===== src/rtl/mem_port_arbiter.sv =====
// Round-robin arbiter sharing one memory request port between N_PORTS single-owner requesters.
// Define MEM_ARB_WATCHDOG_EN to add a request watchdog that force-completes a stalled owner.
module mem_port_arbiter #(
    parameter int unsigned N_PORTS = 2,
    parameter int unsigned ADDR_W  = 27,
    parameter int unsigned DATA_W  = 32,
    parameter int unsigned TIMEOUT = 4096
) (
    input  logic                        clock_i,
    input  logic                        resetn_i,
    input  logic [N_PORTS-1:0]          req_i,
    input  logic [N_PORTS-1:0]          req_block_i,
    input  logic [N_PORTS-1:0]          rw_i,
    input  logic [3*N_PORTS-1:0]        reqdev_i,
    input  logic [ADDR_W*N_PORTS-1:0]   add_i,
    input  logic [DATA_W*N_PORTS-1:0]   data_i,
    input  logic [N_PORTS-1:0]          clear_i,
    output logic [N_PORTS-1:0]          ready_o,
    output logic [N_PORTS-1:0]          done_o,
    output logic [N_PORTS-1:0]          valid_o,
    output logic [DATA_W-1:0]           rdata_o,
    output logic                        mem_req_o,
    output logic                        mem_req_block_o,
    output logic                        mem_rw_o,
    output logic [2:0]                  mem_reqdev_o,
    output logic [ADDR_W-1:0]           mem_add_o,
    output logic [DATA_W-1:0]           mem_data_o,
    output logic                        mem_clear_o,
    input  logic                        mem_ready_i,
    input  logic                        mem_done_i,
    input  logic                        mem_valid_i,
    input  logic [DATA_W-1:0]           mem_data_i,
    output logic [1:0]                  owner_o,
    output logic                        busy_o,
    output logic                        error_o
);

    localparam int unsigned IDX_W  = 2;
    localparam int unsigned BEAT_W = 5;
    localparam int unsigned WD_W   = 16;
    localparam logic [BEAT_W-1:0] BEAT_MAX = 5'd16;

    localparam logic [1:0] ST_IDLE    = 2'd0;
    localparam logic [1:0] ST_ACTIVE  = 2'd1;
    localparam logic [1:0] ST_RELEASE = 2'd2;

    if (N_PORTS < 2 || N_PORTS > 4 || TIMEOUT < 2 || TIMEOUT > 65536) begin : g_param_check
        $error("mem_port_arbiter: illegal parameter set");
    end

    logic [1:0]          state_q, state_d;
    logic [IDX_W-1:0]    offer_q, offer_d;
    logic [IDX_W-1:0]    owner_q, owner_d;
    logic [BEAT_W-1:0]   beat_q, beat_d;
    logic                error_q, error_d;
    logic                busy_q, busy_d;
    logic                mem_req_q, mem_req_d;
    logic                mem_blk_q, mem_blk_d;
    logic                mem_rw_q, mem_rw_d;
    logic [2:0]          mem_dev_q, mem_dev_d;
    logic [ADDR_W-1:0]   mem_add_q, mem_add_d;
    logic [DATA_W-1:0]   mem_wdata_q, mem_wdata_d;
    logic                mem_clear_q, mem_clear_d;
    logic [N_PORTS-1:0]  done_q, done_d;
    logic [N_PORTS-1:0]  valid_q, valid_d;
    logic [DATA_W-1:0]   rdata_q, rdata_d;

    logic [IDX_W-1:0]    sel_idx_c;
    logic [N_PORTS-1:0]  sel_oh_c;
    logic [N_PORTS-1:0]  offer_oh_c;
    logic                sel_blk_c;
    logic                sel_rw_c;
    logic [2:0]          sel_dev_c;
    logic [ADDR_W-1:0]   sel_add_c;
    logic [DATA_W-1:0]   sel_data_c;
    logic                wd_fire_c;

    function automatic logic [IDX_W-1:0] next_idx(input logic [IDX_W-1:0] idx);
        return (idx == IDX_W'(N_PORTS - 1)) ? '0 : idx + IDX_W'(1);
    endfunction

    // In IDLE the offered port is the candidate; otherwise the owner's lanes are forwarded.
    assign sel_idx_c  = (state_q == ST_IDLE) ? offer_q : owner_q;
    assign sel_oh_c   = N_PORTS'(1) << sel_idx_c;
    assign offer_oh_c = N_PORTS'(1) << offer_q;

    always_comb begin
        sel_blk_c  = 1'b0;
        sel_rw_c   = 1'b0;
        sel_dev_c  = '0;
        sel_add_c  = '0;
        sel_data_c = '0;
        for (int k = 0; k < N_PORTS; k++) begin
            if (sel_idx_c == IDX_W'(k)) begin
                sel_blk_c  = req_block_i[k];
                sel_rw_c   = rw_i[k];
                sel_dev_c  = reqdev_i[k*3 +: 3];
                sel_add_c  = add_i[k*ADDR_W +: ADDR_W];
                sel_data_c = data_i[k*DATA_W +: DATA_W];
            end
        end
    end

    // Ready is offered combinationally so a requester can answer within the offer cycle.
    assign ready_o = (resetn_i && state_q == ST_IDLE && mem_ready_i && !mem_done_i)
                     ? offer_oh_c : '0;

`ifdef MEM_ARB_WATCHDOG_EN
    logic [WD_W-1:0] wd_q, wd_d;
    logic            wd_seen_q, wd_seen_d;

    always_comb begin
        wd_d      = wd_q;
        wd_seen_d = wd_seen_q;
        if (state_q != ST_ACTIVE) begin
            wd_d      = '0;
            wd_seen_d = 1'b0;
        end else begin
            if (mem_done_i) wd_seen_d = 1'b1;
            if (!wd_seen_q && !mem_done_i) wd_d = wd_q + WD_W'(1);
        end
    end

    assign wd_fire_c = (state_q == ST_ACTIVE) && !wd_seen_q && !mem_done_i &&
                       (wd_q == WD_W'(TIMEOUT - 1));

    always_ff @(posedge clock_i or negedge resetn_i) begin
        if (!resetn_i) begin
            wd_q      <= '0;
            wd_seen_q <= 1'b0;
        end else begin
            wd_q      <= wd_d;
            wd_seen_q <= wd_seen_d;
        end
    end
`else
    assign wd_fire_c = 1'b0;
`endif

    // Next-state and registered-output logic.
    always_comb begin
        state_d     = state_q;
        offer_d     = offer_q;
        owner_d     = owner_q;
        beat_d      = beat_q;
        error_d     = error_q;
        mem_req_d   = 1'b0;
        mem_blk_d   = mem_blk_q;
        mem_rw_d    = mem_rw_q;
        mem_dev_d   = mem_dev_q;
        mem_add_d   = mem_add_q;
        mem_wdata_d = mem_wdata_q;
        mem_clear_d = 1'b0;
        done_d      = '0;
        valid_d     = '0;
        rdata_d     = rdata_q;

        case (state_q)
            ST_IDLE: begin
                mem_blk_d = 1'b0;
                if ((req_i & ~offer_oh_c) != '0) error_d = 1'b1;
                if ((req_i & offer_oh_c) != '0) begin
                    owner_d     = offer_q;
                    state_d     = ST_ACTIVE;
                    beat_d      = '0;
                    mem_req_d   = 1'b1;
                    mem_blk_d   = sel_blk_c;
                    mem_rw_d    = sel_rw_c;
                    mem_dev_d   = sel_dev_c;
                    mem_add_d   = sel_add_c;
                    mem_wdata_d = sel_data_c;
                end else begin
                    offer_d = next_idx(offer_q);
                end
            end
            ST_ACTIVE: begin
                mem_blk_d   = sel_blk_c;
                mem_wdata_d = sel_data_c;
                done_d      = sel_oh_c & {N_PORTS{mem_done_i}};
                rdata_d     = mem_data_i;
                if (mem_valid_i) begin
                    if (beat_q == BEAT_MAX) begin
                        error_d = 1'b1;
                    end else begin
                        beat_d  = beat_q + BEAT_W'(1);
                        valid_d = sel_oh_c;
                    end
                end
                if (req_i != '0) error_d = 1'b1;
                if ((clear_i & ~sel_oh_c) != '0) error_d = 1'b1;
                if ((clear_i & sel_oh_c) != '0) begin
                    state_d     = ST_RELEASE;
                    mem_clear_d = 1'b1;
                    mem_blk_d   = 1'b0;
                    done_d      = '0;
                    valid_d     = '0;
                end else if (wd_fire_c) begin
                    // A stalled owner is completed with a forced done alongside the clear.
                    state_d     = ST_RELEASE;
                    mem_clear_d = 1'b1;
                    mem_blk_d   = 1'b0;
                    error_d     = 1'b1;
                    done_d      = sel_oh_c;
                    valid_d     = '0;
                end
            end
            ST_RELEASE: begin
                mem_blk_d = 1'b0;
                offer_d   = next_idx(owner_q);
                state_d   = ST_IDLE;
            end
            default: begin
                state_d = ST_IDLE;
            end
        endcase

        busy_d = (state_d != ST_IDLE);
    end

    always_ff @(posedge clock_i or negedge resetn_i) begin
        if (!resetn_i) begin
            state_q     <= ST_IDLE;
            offer_q     <= '0;
            owner_q     <= '0;
            beat_q      <= '0;
            error_q     <= 1'b0;
            busy_q      <= 1'b0;
            mem_req_q   <= 1'b0;
            mem_blk_q   <= 1'b0;
            mem_rw_q    <= 1'b0;
            mem_dev_q   <= '0;
            mem_add_q   <= '0;
            mem_wdata_q <= '0;
            mem_clear_q <= 1'b0;
            done_q      <= '0;
            valid_q     <= '0;
            rdata_q     <= '0;
        end else begin
            state_q     <= state_d;
            offer_q     <= offer_d;
            owner_q     <= owner_d;
            beat_q      <= beat_d;
            error_q     <= error_d;
            busy_q      <= busy_d;
            mem_req_q   <= mem_req_d;
            mem_blk_q   <= mem_blk_d;
            mem_rw_q    <= mem_rw_d;
            mem_dev_q   <= mem_dev_d;
            mem_add_q   <= mem_add_d;
            mem_wdata_q <= mem_wdata_d;
            mem_clear_q <= mem_clear_d;
            done_q      <= done_d;
            valid_q     <= valid_d;
            rdata_q     <= rdata_d;
        end
    end

    assign done_o          = done_q;
    assign valid_o         = valid_q;
    assign rdata_o         = rdata_q;
    assign mem_req_o       = mem_req_q;
    assign mem_req_block_o = mem_blk_q;
    assign mem_rw_o        = mem_rw_q;
    assign mem_reqdev_o    = mem_dev_q;
    assign mem_add_o       = mem_add_q;
    assign mem_data_o      = mem_wdata_q;
    assign mem_clear_o     = mem_clear_q;
    assign owner_o         = owner_q;
    assign busy_o          = busy_q;
    assign error_o         = error_q;

endmodule


===== config.mk =====
export PLATFORM = sky130hd
export DESIGN_NAME = mem_port_arbiter
export DESIGN_NICKNAME = d
export VERILOG_FILES = /design/src/rtl/mem_port_arbiter.sv
export SDC_FILE = /design/constraint.sdc
export NUM_CORES = 1
export LEC_CHECK = 0
export ABC_AREA = 1
export CORE_UTILIZATION = 36
export DETAILED_ROUTE_END_ITERATION = 7
export HOLD_SLACK_MARGIN = 0.08
export PLACE_DENSITY = 0.77
export REMOVE_ABC_BUFFERS = 1
export SLEW_MARGIN = 20
export SYNTH_ARGS = -nofsm -noshare
export SYNTH_HDL_FRONTEND = slang
export SYNTH_SLANG_ARGS = --single-unit

===== constraint.sdc =====
create_clock -name clock_i -period 1.5 [get_ports clock_i]
set_input_delay 0.225 -clock clock_i [delete_from_list [all_inputs] [get_ports clock_i]]
set_output_delay 0.225 -clock clock_i [all_outputs]
set_load 0.02 [all_outputs]

==> results of run 1 <==
==> Yosys cell counts, types with 6 or more instances <==
cell type	n
buf_4	8
o21ai_0	8
buf_2	26
buf_6	8
dfrtp_1	115
ha_1	6
a31oi_1	63
nand3_1	139
nand2_1	134
clkbuf_1	8
nor2_1	70
inv_1	15
==> power groups by stage <==
| stage | Clock [mW] | Combinational, mW | Sequential (mW) |
|---|---|---|---|
| 2_1_floorplan | 0 | 5.09 | 7.18 |
| 3_3_place_gp | 0 | 13.6 | 5.45 |
| 3_5_place_dp | 0 | 13.8 | 5.51 |
| 4_1_cts | 4.21 | 16.0 | 5.42 |
| 5_1_grt | 4.37 | 20.5 | 5.62 |
| 6_report | 4.16 | 19.3 | 5.44 |
==> final timing paths <==
path	start	end	cells past startpoint
worst min register to register	rdata_o[5]$_DFFE_PN0P_	rdata_o[5]$_DFFE_PN0P_	2
worst max register to register	state_q[1]$_DFF_PN0_	busy_o$_DFF_PN0_	12
min in group asynchronous	resetn_i	rdata_o[10]$_DFFE_PN0P_	3
max in group asynchronous	resetn_i	mem_add_o[0]$_DFFE_PN0P_	3
worst min-delay path	mem_data_i[4]	rdata_o[4]$_DFFE_PN0P_	3
worst max-delay path	state_q[1]$_DFF_PN0_	busy_o$_DFF_PN0_	12
==> cell families after synthesis <==
kind of cell    share of synthesized area, %
simple gates                            29.1
flops                                   53.2
compound gates                          8.81
buf+inv                                 7.12
fa+ha+maj                               1.39
xor+xnor                               0.324
==> final cells by class <==
class,count,share of cell area [%]
Antenna cell,1,0.0246
Clock buffer,23,4.89
Clock inverter,5,0.984
Inverter,20,0.959
Multi-Input combinational cell,449,24.0
Sequential cell,115,28.3
Tap cell,184,2.26
Timing Repair Buffer,358,38.6
==> per-layer routing <==
| metal | wire, um | up-vias | global-route usage [%] |
|---|---|---|---|
| met4 | 716 | 0 | 10.7 |
| met5 | 0 | - | 0 |
| li1 | - | 2826 | - |
| met2 | 11300 | 302 | 42.4 |
| met3 | 1760 | 51 | 8.03 |
| met1 | 8380 | 2892 | 29.2 |
==> flip-flops by register name, indices dropped and copies added (netlist names), 2 cells and up <==
name and cells:
beat_q 5, done_o 2, mem_add_o 27, mem_data_o 32, mem_reqdev_o 3, offer_q 2, owner_o 2, rdata_o 32
state_q 2, valid_o 2
==> timing repair <==
| action | in CTS | in global routing |
|---|---|---|
| hold buffers | 1 | 0 |
| resized for setup | 156 | 56 |
| setup endpoints to repair | 212 | 81 |
| pin swaps | 18 | 18 |
| cloned | 10 | 15 |
| buffers inserted | 15 | 12 |
| hold endpoints to repair | 115 | 0 |
==> critical path, stage by stage (launching register included) <==
cell and delay, ns:
dfrtp_1 0.40, inv_2 0.10, ha_4 0.16, buf_8 0.15, clkinv_8 0.08, nand2_2 0.12, nand2_8 0.11, nand3_4 0.10
nand2_1 0.07, nand2_1 0.12, nand2_2 0.08, nand2_2 0.08, nand2_1 0.07
==> stage by stage <==
stage          hold slack, ns  power, mW  cells  setup WS [ns]
2_1_floorplan         -0.0706       12.3    583          -1.36
3_3_place_gp            0.385       19.1   1075         -0.288
3_5_place_dp            0.395       19.3   1075         -0.346
4_1_cts                 0.340       25.6   1129         -0.191
5_1_grt                 0.357       30.5   1155         -0.374
6_report                0.359       28.9   1155         -0.296
==> metrics.csv, run 1 <==
stage;metric;value;unit
status;status;finished, violations left;
status;violations;negative setup slack;
timing;finalSetupViolations;81;
final_layout;syn_to_final_growth;88.1;%
pwr;p_int;16.3;mW
place;dp_hpwl;11900;um
global_routing;grt_pass1_vias;5726;
place;gp_congestion;0.798;
floorplan;rows;44;
timing;timing.final.crit_share;120;%
floorplan;die_area;0.0155;mm2
critical_path;r2r_slack;-0.30;ns
clock_tree;cts_sinks;115;
logic_synthesis;syn_area;0.00541;mm2
pwr;vdd_drop_max;0.00150;V
critical_path;crit_fanout;8;
timing;finalMaxSlewViolations;0;
clock_tree;cts_tree;built;
floorplan;start_util;37.1;%
logic_synthesis;synth_edf_count;0;
final_layout;design_area;0.0102;mm2
global_routing;grt_overflow;0;
place;portBuffers;276;
logic_synthesis;synth_top_area_cell;dfrtp_1;
routing;via_per_inst;5.26;
critical_path;start_kind;flop;
timing;fmax;557;MHz
final_layout;fillers;1128;
logic_synthesis;avgSynthCellArea;8.54;um2
global_routing;grt_usage;25.1;%
pwr;swShare;43.7;%
logic_synthesis;synth_top_area_share;53.2;%
final_layout;layout_common_cells;clkdlybuf4s50_1, nand3_1, nand2_1;
final_layout;layout-drive-gt1-share;16.3;%
clock_tree;h-tree-depth;4;
routing;firstDrtPassIters;5;
critical_path;required;1.78;ns
final_layout;final_core_util;69.7;%
timing;slew_headroom;55.3;%
pwr;clkPwrFrac;14.4;%
final_layout;multi_input_area;0.00244;mm2
pwr;seqPwrFrac;18.8;%
global_routing;antenna_found_initial;1;
routing;wire_per_inst;19.1;um
routing;dr.first_iter.drc_count;435;
pwr;p_switching;12.6;mW
floorplan;die_height;125;um
place;placed_area;0.00849;mm2
floorplan;die_x;125;um
final_layout;nets;1136;
logic_synthesis;ys_seq_area_share;53.2;%
pwr;power_density;2840;mW/mm2
logic_synthesis;asyncSetResetFlopFracSynth;100;%
final_layout;final_common_cell;clkdlybuf4s50_1;
critical_path;arrival;2.08;ns
routing;routed_wl;22100;um
critical_path;crit_type;flop to flop;
clock_tree;cts_buffers;17;
pwr;combPwrFrac;66.8;%
timing;tightest_slew;0.670;ns
critical_path;endpoint_kind;flop;
final_layout;seq_area;0.00288;mm2
min_path;min_path_type;input port to flop;
timing;fin_crit;1.80;ns
clock_tree;clkTransAtPathRegs;0.06;ns
routing;num_vias;6071;
routing;ant_nets;0;
logic_synthesis;ys_ff_latch;115;
timing;finalHoldViolations;0;
logic_synthesis;yosys-top-cells-area;dfrtp_1, nand3_1, nand2_1;
routing;drc_errors;0;
timing;rsz0062_at_grt;yes;
logic_synthesis;synth_ff_type;dfrtp_1;
floorplan;fp.coreArea;0.0146;mm2
global_routing;grt_pass1_wl;30300;um
logic_synthesis;syn_inst;633;
logic_synthesis;yosys_warnings;0;
timing;setup_ws;-0.296;ns
pwr;power.leakage;4.64;nW
timing;tns;-16.22;ns
clock_tree;clock_path_buffers;2;
global_routing;grt_max_degree;116;
floorplan;top_level_ports;277;
clock_tree;cts_root_buf;clkbuf_16;
flow_run;max-cap-violations;0;
clock_tree;clk_latency;0.41;ns
timing;finClkSkew;0.00628;ns
logic_synthesis;synth_cell_types;24;
No activity file was read; power rests on OpenSTA's default activity.
==> run 2, diff against run 1 <==
CORE_ASPECT_RATIO = 0.6   (was not set)
==> metrics.csv, run 2 (synthesis results as in run 1) <==
stage;metric;value;unit;change
status;status;finished, violations left;;unchanged
status;violations;negative setup slack;;unchanged
critical_path;endpoint_kind;flop;;unchanged
floorplan;die_area;0.0155;mm2;about the same
routing;met3_wirelength;2160;um;was 1760 um
clock_tree;cts_buffers;17;;unchanged
routing;wire_per_inst;20.6;um;was 19.1 um
timing;setup_ws;-0.224;ns;was -0.296 ns
timing;timing.final.crit_share;115;%;was 120%
min_path;min_path_type;input port to flop;;unchanged
pwr;vdd_drop_max;0.00124;V;was 0.00150 V
timing;finalMaxSlewViolations;0;;unchanged
min_path;min_from;mem_data_i[3];;was mem_data_i[4]
routing;dr_wl_met2;11400;um;was 11,300 um
final_layout;diodes;0;;was 1
timing;slew_headroom;56.2;%;was 55.3%
timing;finalSetupViolations;81;;unchanged
floorplan;start_util;37.1;%;about the same
clock_tree;cts_sinks;115;;unchanged
floorplan;die_x;160;um;was 125 um
critical_path;cp_cell_sequence;inv_2 > ha_4 > buf_12 > inv_8 > buf_6 > nand2_4 > nand2_8 > buf_4 > buf_16 > a31oi_2;;was inv_2 > ha_4 > buf_8 > clkinv_8 > nand2_2 > nand2_8 > nand3_4 > nand2_1 > nand2_1 > nand2_2 > nand2_2 > nand2_1
critical_path;crit_path_max_incr_delay;0.38;ns;was 0.40 ns
timing;finClkSkew;0.0131;ns;was 0.00628 ns
clock_tree;cts_root_buf;clkbuf_16;;unchanged
floorplan;rows;34;;was 44
critical_path;crit_family;buffers and inverters;;was simple AND/OR/NAND/NOR gates
critical_path;reg2regPathDepth;10;;was 12
place;placed_area;0.00856;mm2;was 0.00849 mm2
flow_run;max-cap-violations;0;;unchanged
global_routing;grt_max_degree;116;;unchanged
global_routing;grt_usage;30.4;%;was 25.1%
critical_path;cp_slowest_cell;dfrtp_1;;unchanged
clock_tree;clk_latency;0.41;ns;about the same
global_routing;antenna_found_initial;0;;was 1
routing;top_layer_used;met4;;unchanged
final_layout;syn_to_final_growth;97.2;%;was 88.1%
routing;via_per_inst;5.30;;was 5.26
clock_tree;h-tree-depth;4;;unchanged
final_layout;design_area;0.0107;mm2;was 0.0102 mm2
place;gp_congestion;0.868;;was 0.798
global_routing;grt_overflow;0;;unchanged
place;dp_hpwl;13100;um;was 11,900 um
timing;fin_crit;1.72;ns;was 1.80 ns
pwr;power.total;31.3;mW;was 28.9 mW
routing;num_vias;6274;;was 6,071
routing;drc_errors;0;;unchanged
routing;dr.first_iter.drc_count;538;;was 435
timing;rsz0062_at_grt;yes;;unchanged
critical_path;r2r-end;mem_data_o[1]$_DFFE_PN0P_;;was busy_o$_DFF_PN0_
final_layout;layout-drive-gt1-share;21.6;%;was 16.3%
timing;fmax;580;MHz;was 557 MHz
routing;firstDrtPassIters;5;;unchanged
timing;tightest_slew;0.658;ns;was 0.670 ns
clock_tree;clock_path_buffers;2;;unchanged
global_routing;grt_pass1_vias;6175;;was 5,726
final_layout;layout_common_cells;clkdlybuf4s50_1, nand2_1, dfrtp_1;;was clkdlybuf4s50_1, nand3_1, nand2_1
floorplan;fp.coreArea;0.0146;mm2;about the same
critical_path;r2r_slack;-0.22;ns;was -0.30 ns
critical_path;start_kind;flop;;unchanged
routing;routed_wl;24300;um;was 22,100 um
clock_tree;cts_tree;built;;unchanged
critical_path;required;1.81;ns;was 1.78 ns
critical_path;crit_fanout;8;;unchanged
timing;tns;-12.09;ns;was -16.22 ns
global_routing;grt_pass1_wl;35700;um;was 30,300 um
final_layout;nets;1147;;was 1,136
critical_path;cp_num_buf_inv;6;;was 3
place;portBuffers;276;;unchanged
critical_path;crit_type;flop to flop;;unchanged
min_path;holdPathEnd;rdata_o[3]$_DFFE_PN0P_;;was rdata_o[4]$_DFFE_PN0P_
critical_path;reg2reg_from;state_q[1]$_DFF_PN0_;;unchanged
routing;wl_met1;10300;um;was 8380 um
pwr;power_density;2940;mW/mm2;was 2840 mW/mm2
critical_path;arrival;2.03;ns;was 2.08 ns
clock_tree;clkTransAtPathRegs;0.06;ns;about the same
routing;ant_nets;0;;unchanged
timing;finalHoldViolations;0;;unchanged
pwr;power.leakage;4.80;nW;was 4.64 nW
floorplan;die_height;96.9;um;was 125 um
final_layout;final_common_cell;clkdlybuf4s50_1;;unchanged
min_path;whs_path_depth;3;;unchanged
floorplan;top_level_ports;277;;unchanged
run 2: changes by cell type in the layout (fill, tap and decap cells not counted), moves of 6 or more:
cell        delta
clkbuf_16      -6
buf_16         +7
a31oi_1        -6
buf_12         +9
nor2_1         -9
clkinvlp_4     +6
nand3_1       -28
nand3_2       +26
run 2: stage by stage:
stage	utilization (%)	hold WS, ns	cells	worst slack (ns)
4_1_cts	71.2	0.341	1174	-0.200
6_report	73.1	0.355	1183	-0.224
3_5_place_dp	58.7	0.386	1097	-0.309
5_1_grt	73.1	0.365	1183	-0.284
2_1_floorplan	-	-0.0706	583	-1.36
3_3_place_gp	58.7	0.382	1097	-0.286
run 2: cell type report:
| cell class | instances | area (um2) |
|---|---|---|
| tap | 198 | 248 |
| clock inverter | 15 | 134 |
| clock buffer | 17 | 425 |
| fill | 1090 | 3930 |
| sequential | 115 | 2880 |
| inverter | 20 | 87.6 |
| timing repair buffer | 368 | 4210 |
| multi-input combinational | 450 | 2680 |
run 2: power breakdown:
part | total (mW) | internal (mW) | leakage (nW) | switching, mW
clock | 3.87 | 2.29 | 0.258 | 1.58
sequential | 5.52 | 4.68 | 1.38 | 0.841
combinational | 21.9 | 10.4 | 3.16 | 11.5
run 2: how the worst max path moves through the flow:
stage,start,to,slack [ns],cells past startpoint
2_1_floorplan,state_q[0]$_DFF_PN0_,mem_req_block_o$_DFFE_PN0P_,-1.36,9
3_3_place_gp,mem_ready_i,ready_o[0],-0.29,4
3_5_place_dp,state_q[0]$_DFF_PN0_,mem_data_o[23]$_DFFE_PN0P_,-0.31,9
4_1_cts,state_q[1]$_DFF_PN0_,ready_o[0],-0.20,5
5_1_grt,state_q[0]$_DFF_PN0_,mem_data_o[30]$_DFFE_PN0P_,-0.28,10
6_report,state_q[1]$_DFF_PN0_,mem_data_o[1]$_DFFE_PN0P_,-0.22,10
run 2: per-layer routing:
metal  vias up  track usage (%)
met5         -                0
met4         0             8.72
met3        50             8.15
met2       344             49.1
met1      3023             39.9
li1       2857                -
run 2: timing repair:
| action | CTS | global route |
|---|---|---|
| cloned | 23 | 6 |
| endpoints found under the setup margin | 207 | 89 |
| hold endpoints to repair | 115 | 0 |
| hold buffers | 1 | 0 |
| resized for setup | 233 | 36 |
| pin swaps | 18 | 26 |
| buffers inserted | 21 | 6 |
run 2: worst reg2reg max path, stage by stage, from the launching register on:
cell and delay [ns]:
dfrtp_1 0.38, inv_2 0.08, ha_4 0.17, buf_12 0.14
inv_8 0.06, buf_6 0.12, nand2_4 0.07, nand2_8 0.10
buf_4 0.18, buf_16 0.14, a31oi_2 0.17
==> run 3, diff against run 2 <==
CAP_MARGIN = 20   (was not set)
PLACE_DENSITY = 0.85   (was 0.77)
==> metrics.csv, run 3 (synthesis results as in run 1) <==
stage;metric;value;unit;change
global_routing;grt_pass1_wl;33900;um;was 35,700 um
final_layout;final_common_cell;clkdlybuf4s50_1;;unchanged
final_layout;seq_area;0.00288;mm2;unchanged
final_layout;layout_common_cells;clkdlybuf4s50_1, nand2_1, nand3_1;;was clkdlybuf4s50_1, nand2_1, dfrtp_1
timing;whs;0.360;ns;was 0.355 ns
final_layout;fillers;1042;;was 1,090
global_routing;antenna_found_initial;0;;unchanged
timing;slew_headroom;65.3;%;was 56.2%
place;dp_slack;-0.354;ns;was -0.309 ns
timing;finalMaxSlewViolations;0;;unchanged
global_routing;grt_max_degree;52;;was 116
routing;firstDrtPassIters;5;;unchanged
routing;ant_nets;0;;unchanged
timing;rsz0062_at_grt;yes;;unchanged
critical_path;cpMostUsedCell;nand2_8;;
critical_path;crit_family;buffers and inverters;;unchanged
routing;via_per_inst;5.27;;was 5.30
pwr;power.total;30.3;mW;was 31.3 mW
routing;dr.first_iter.drc_count;354;;was 538
clock_tree;cts_root_buf;clkbuf_16;;unchanged
routing;wire_per_inst;19.7;um;was 20.6 um
pwr;combPwrFrac;69.0;%;was 70.0%
critical_path;cp_num_buf_inv;4;;was 6
clock_tree;clk_latency;0.41;ns;about the same
place;portBuffers;276;;unchanged
critical_path;reg2regPathDepth;9;;was 10
timing;tightest_slew;0.520;ns;was 0.658 ns
pwr;p_int;17.0;mW;was 17.4 mW
floorplan;top_level_ports;277;;unchanged
global_routing;met2_usage;48.2;%;was 49.1%
global_routing;grt_pass1_vias;6097;;was 6,175
place;gp_congestion;0.824;;was 0.868
critical_path;required;1.79;ns;was 1.81 ns
clock_tree;clock_path_buffers;2;;unchanged
pwr;swShare;44.0;%;was 44.4%
global_routing;grt.met3_usage;8.62;%;was 8.15%
floorplan;fp.coreArea;0.0146;mm2;unchanged
critical_path;reg2reg_from;state_q[1]$_DFF_PN0_;;unchanged
critical_path;crit_type;flop to flop;;unchanged
timing;finClkSkew;0.0109;ns;was 0.0131 ns
critical_path;r2r-end;mem_add_o[17]$_DFFE_PN0P_;;was mem_data_o[1]$_DFFE_PN0P_
critical_path;crit_path_max_incr_delay;0.37;ns;was 0.38 ns
timing;setup_ws;-0.310;ns;was -0.224 ns
clock_tree;clkTransAtPathRegs;0.06;ns;about the same
floorplan;die_height;96.9;um;unchanged
pwr;seqPwrFrac;18.2;%;was 17.6%
timing;timing.final.crit_share;121;%;was 115%
clock_tree;cts_sinks;115;;unchanged
timing;finalHoldViolations;0;;unchanged
floorplan;start_util;37.1;%;unchanged
timing;fmax;553;MHz;was 580 MHz
critical_path;cp_slowest_cell;dfrtp_1;;unchanged
flow_run;max-cap-violations;0;;unchanged
critical_path;arrival;2.10;ns;was 2.03 ns
clock_tree;h-tree-depth;4;;unchanged
pwr;p_switching;13.3;mW;was 13.9 mW
status;status;finished, violations left;;unchanged
routing;drc_errors;0;;unchanged
final_layout;syn_to_final_growth;94.2;%;was 97.2%
global_routing;gr-max-usage-layer;met2;;unchanged
final_layout;diodes;0;;unchanged
floorplan;die_x;160;um;unchanged
min_path;holdPathEnd;rdata_o[9]$_DFFE_PN0P_;;was rdata_o[3]$_DFFE_PN0P_
timing;fin_crit;1.81;ns;was 1.72 ns
pwr;clkPwrFrac;12.8;%;was 12.4%
critical_path;r2r_slack;-0.31;ns;was -0.22 ns
clock_tree;cts_buffers;17;;unchanged
critical_path;cp_cell_sequence;inv_2 > ha_4 > buf_8 > inv_8 > nand2_8 > nand2_8 > buf_12 > nand3_1 > a31oi_1;;was inv_2 > ha_4 > buf_12 > inv_8 > buf_6 > nand2_4 > nand2_8 > buf_4 > buf_16 > a31oi_2
place;dp_hpwl;12800;um;was 13,100 um
routing;num_vias;6161;;was 6,274
critical_path;critPathLaunch;state_q[1]$_DFF_PN0_;;unchanged
min_path;whs_path_depth;3;;unchanged
clock_tree;cts_tree;built;;unchanged
min_path;min_path_type;input port to flop;;unchanged
pwr;vdd_drop_max;0.00140;V;was 0.00124 V
floorplan;rows;34;;unchanged
final_layout;nets;1135;;was 1,147
pwr;power_density;2890;mW/mm2;was 2940 mW/mm2
timing;tns;-14.31;ns;was -12.09 ns
timing;finalSetupViolations;80;;was 81
pwr;power.leakage;4.85;nW;was 4.80 nW
critical_path;endpoint_kind;flop;;unchanged
final_layout;layout-drive-gt1-share;19.7;%;was 21.6%
routing;routed_wl;23000;um;was 24,300 um
global_routing;grt_overflow;0;;unchanged
global_routing;grt_usage;28.8;%;was 30.4%
critical_path;start_kind;flop;;unchanged
final_layout;multi_input_area;0.00268;mm2;about the same
critical_path;crit_fanout;34;;was 8
global_routing;use_met1;34.9;%;was 39.9%
min_path;min_from;mem_data_i[9];;was mem_data_i[3]
floorplan;die_area;0.0155;mm2;unchanged
status;violations;negative setup slack;;unchanged
[run 3: cell count changes in the layout (fill, tap and decap cells not counted), sizes merged]
cell          delta
dlygate4sd2      -8
clkbuf           -1
inv              -3
buf             -16
dlymetal6s2s     +9
nand2            +2
clkinvlp         -4
clkinv           +2
bufbuf           +4
bufinv           +1
[run 3: stage by stage]
stage / cell area, um2 / utilization (%) / cells
after CTS: 10000 / 68.7 / 1157
final: 10500 / 72.0 / 1169
after global routing: 10500 / 72.0 / 1169
after floorplan: 5100 / - / 583
after detailed placement: 8480 / 58.1 / 1091
after global placement: 8480 / 58.1 / 1091
[run 3: area by class of cell]
type,count,area share (%)
clock inverter,11,1.08
sequential,115,27.4
inverter,20,0.882
clock buffer,19,4.22
timing repair buffer,354,38.6
tap,198,2.36
multi-input combinational,452,25.5
[run 3: metal layers]
layer / wire [um] / share of wire, %
met3: 1980 / 8.6
met1: 9110 / 40
met4: 813 / 3.5
met2: 11100 / 48
met5: 0 / 0
[run 3: power by group through the flow]
stage               logic [mW]  clock network (mW)  registers [mW]
finish                    20.9                3.89            5.51
detailed placement        13.8                   0            5.52
global route              22.1                4.08            5.67
CTS                       18.9                3.90            5.44
global placement          13.4                   0            5.44
floorplan                 5.09                   0            7.18
[run 3: repair_timing]
| item | CTS | global route |
|---|---|---|
| hold endpoints to repair | 37 | 0 |
| buffers inserted | 12 | 6 |
| gates cloned | 23 | 7 |
| resized for setup | 184 | 73 |
| setup endpoints to repair | 217 | 123 |
| hold buffers | 1 | 0 |
| pin swaps | 12 | 18 |
[run 3: worst min-delay path, cell delays in order]
cell and delay [ns]:
clkdlybuf4s50_1 0.39, nand2_1 0.06, nand2_1 0.04
[run 3: worst max-delay path by stage]
stage,to,slack [ns],depth (start not counted)
after detailed placement,mem_data_o[3]$_DFFE_PN0P_,-0.35,9
after global placement,ready_o[0],-0.31,5
after global routing,mem_add_o[14]$_DFFE_PN0P_,-0.32,9
final,mem_add_o[17]$_DFFE_PN0P_,-0.31,9
after floorplan,mem_req_block_o$_DFFE_PN0P_,-1.36,9
after CTS,ready_o[0],-0.18,5
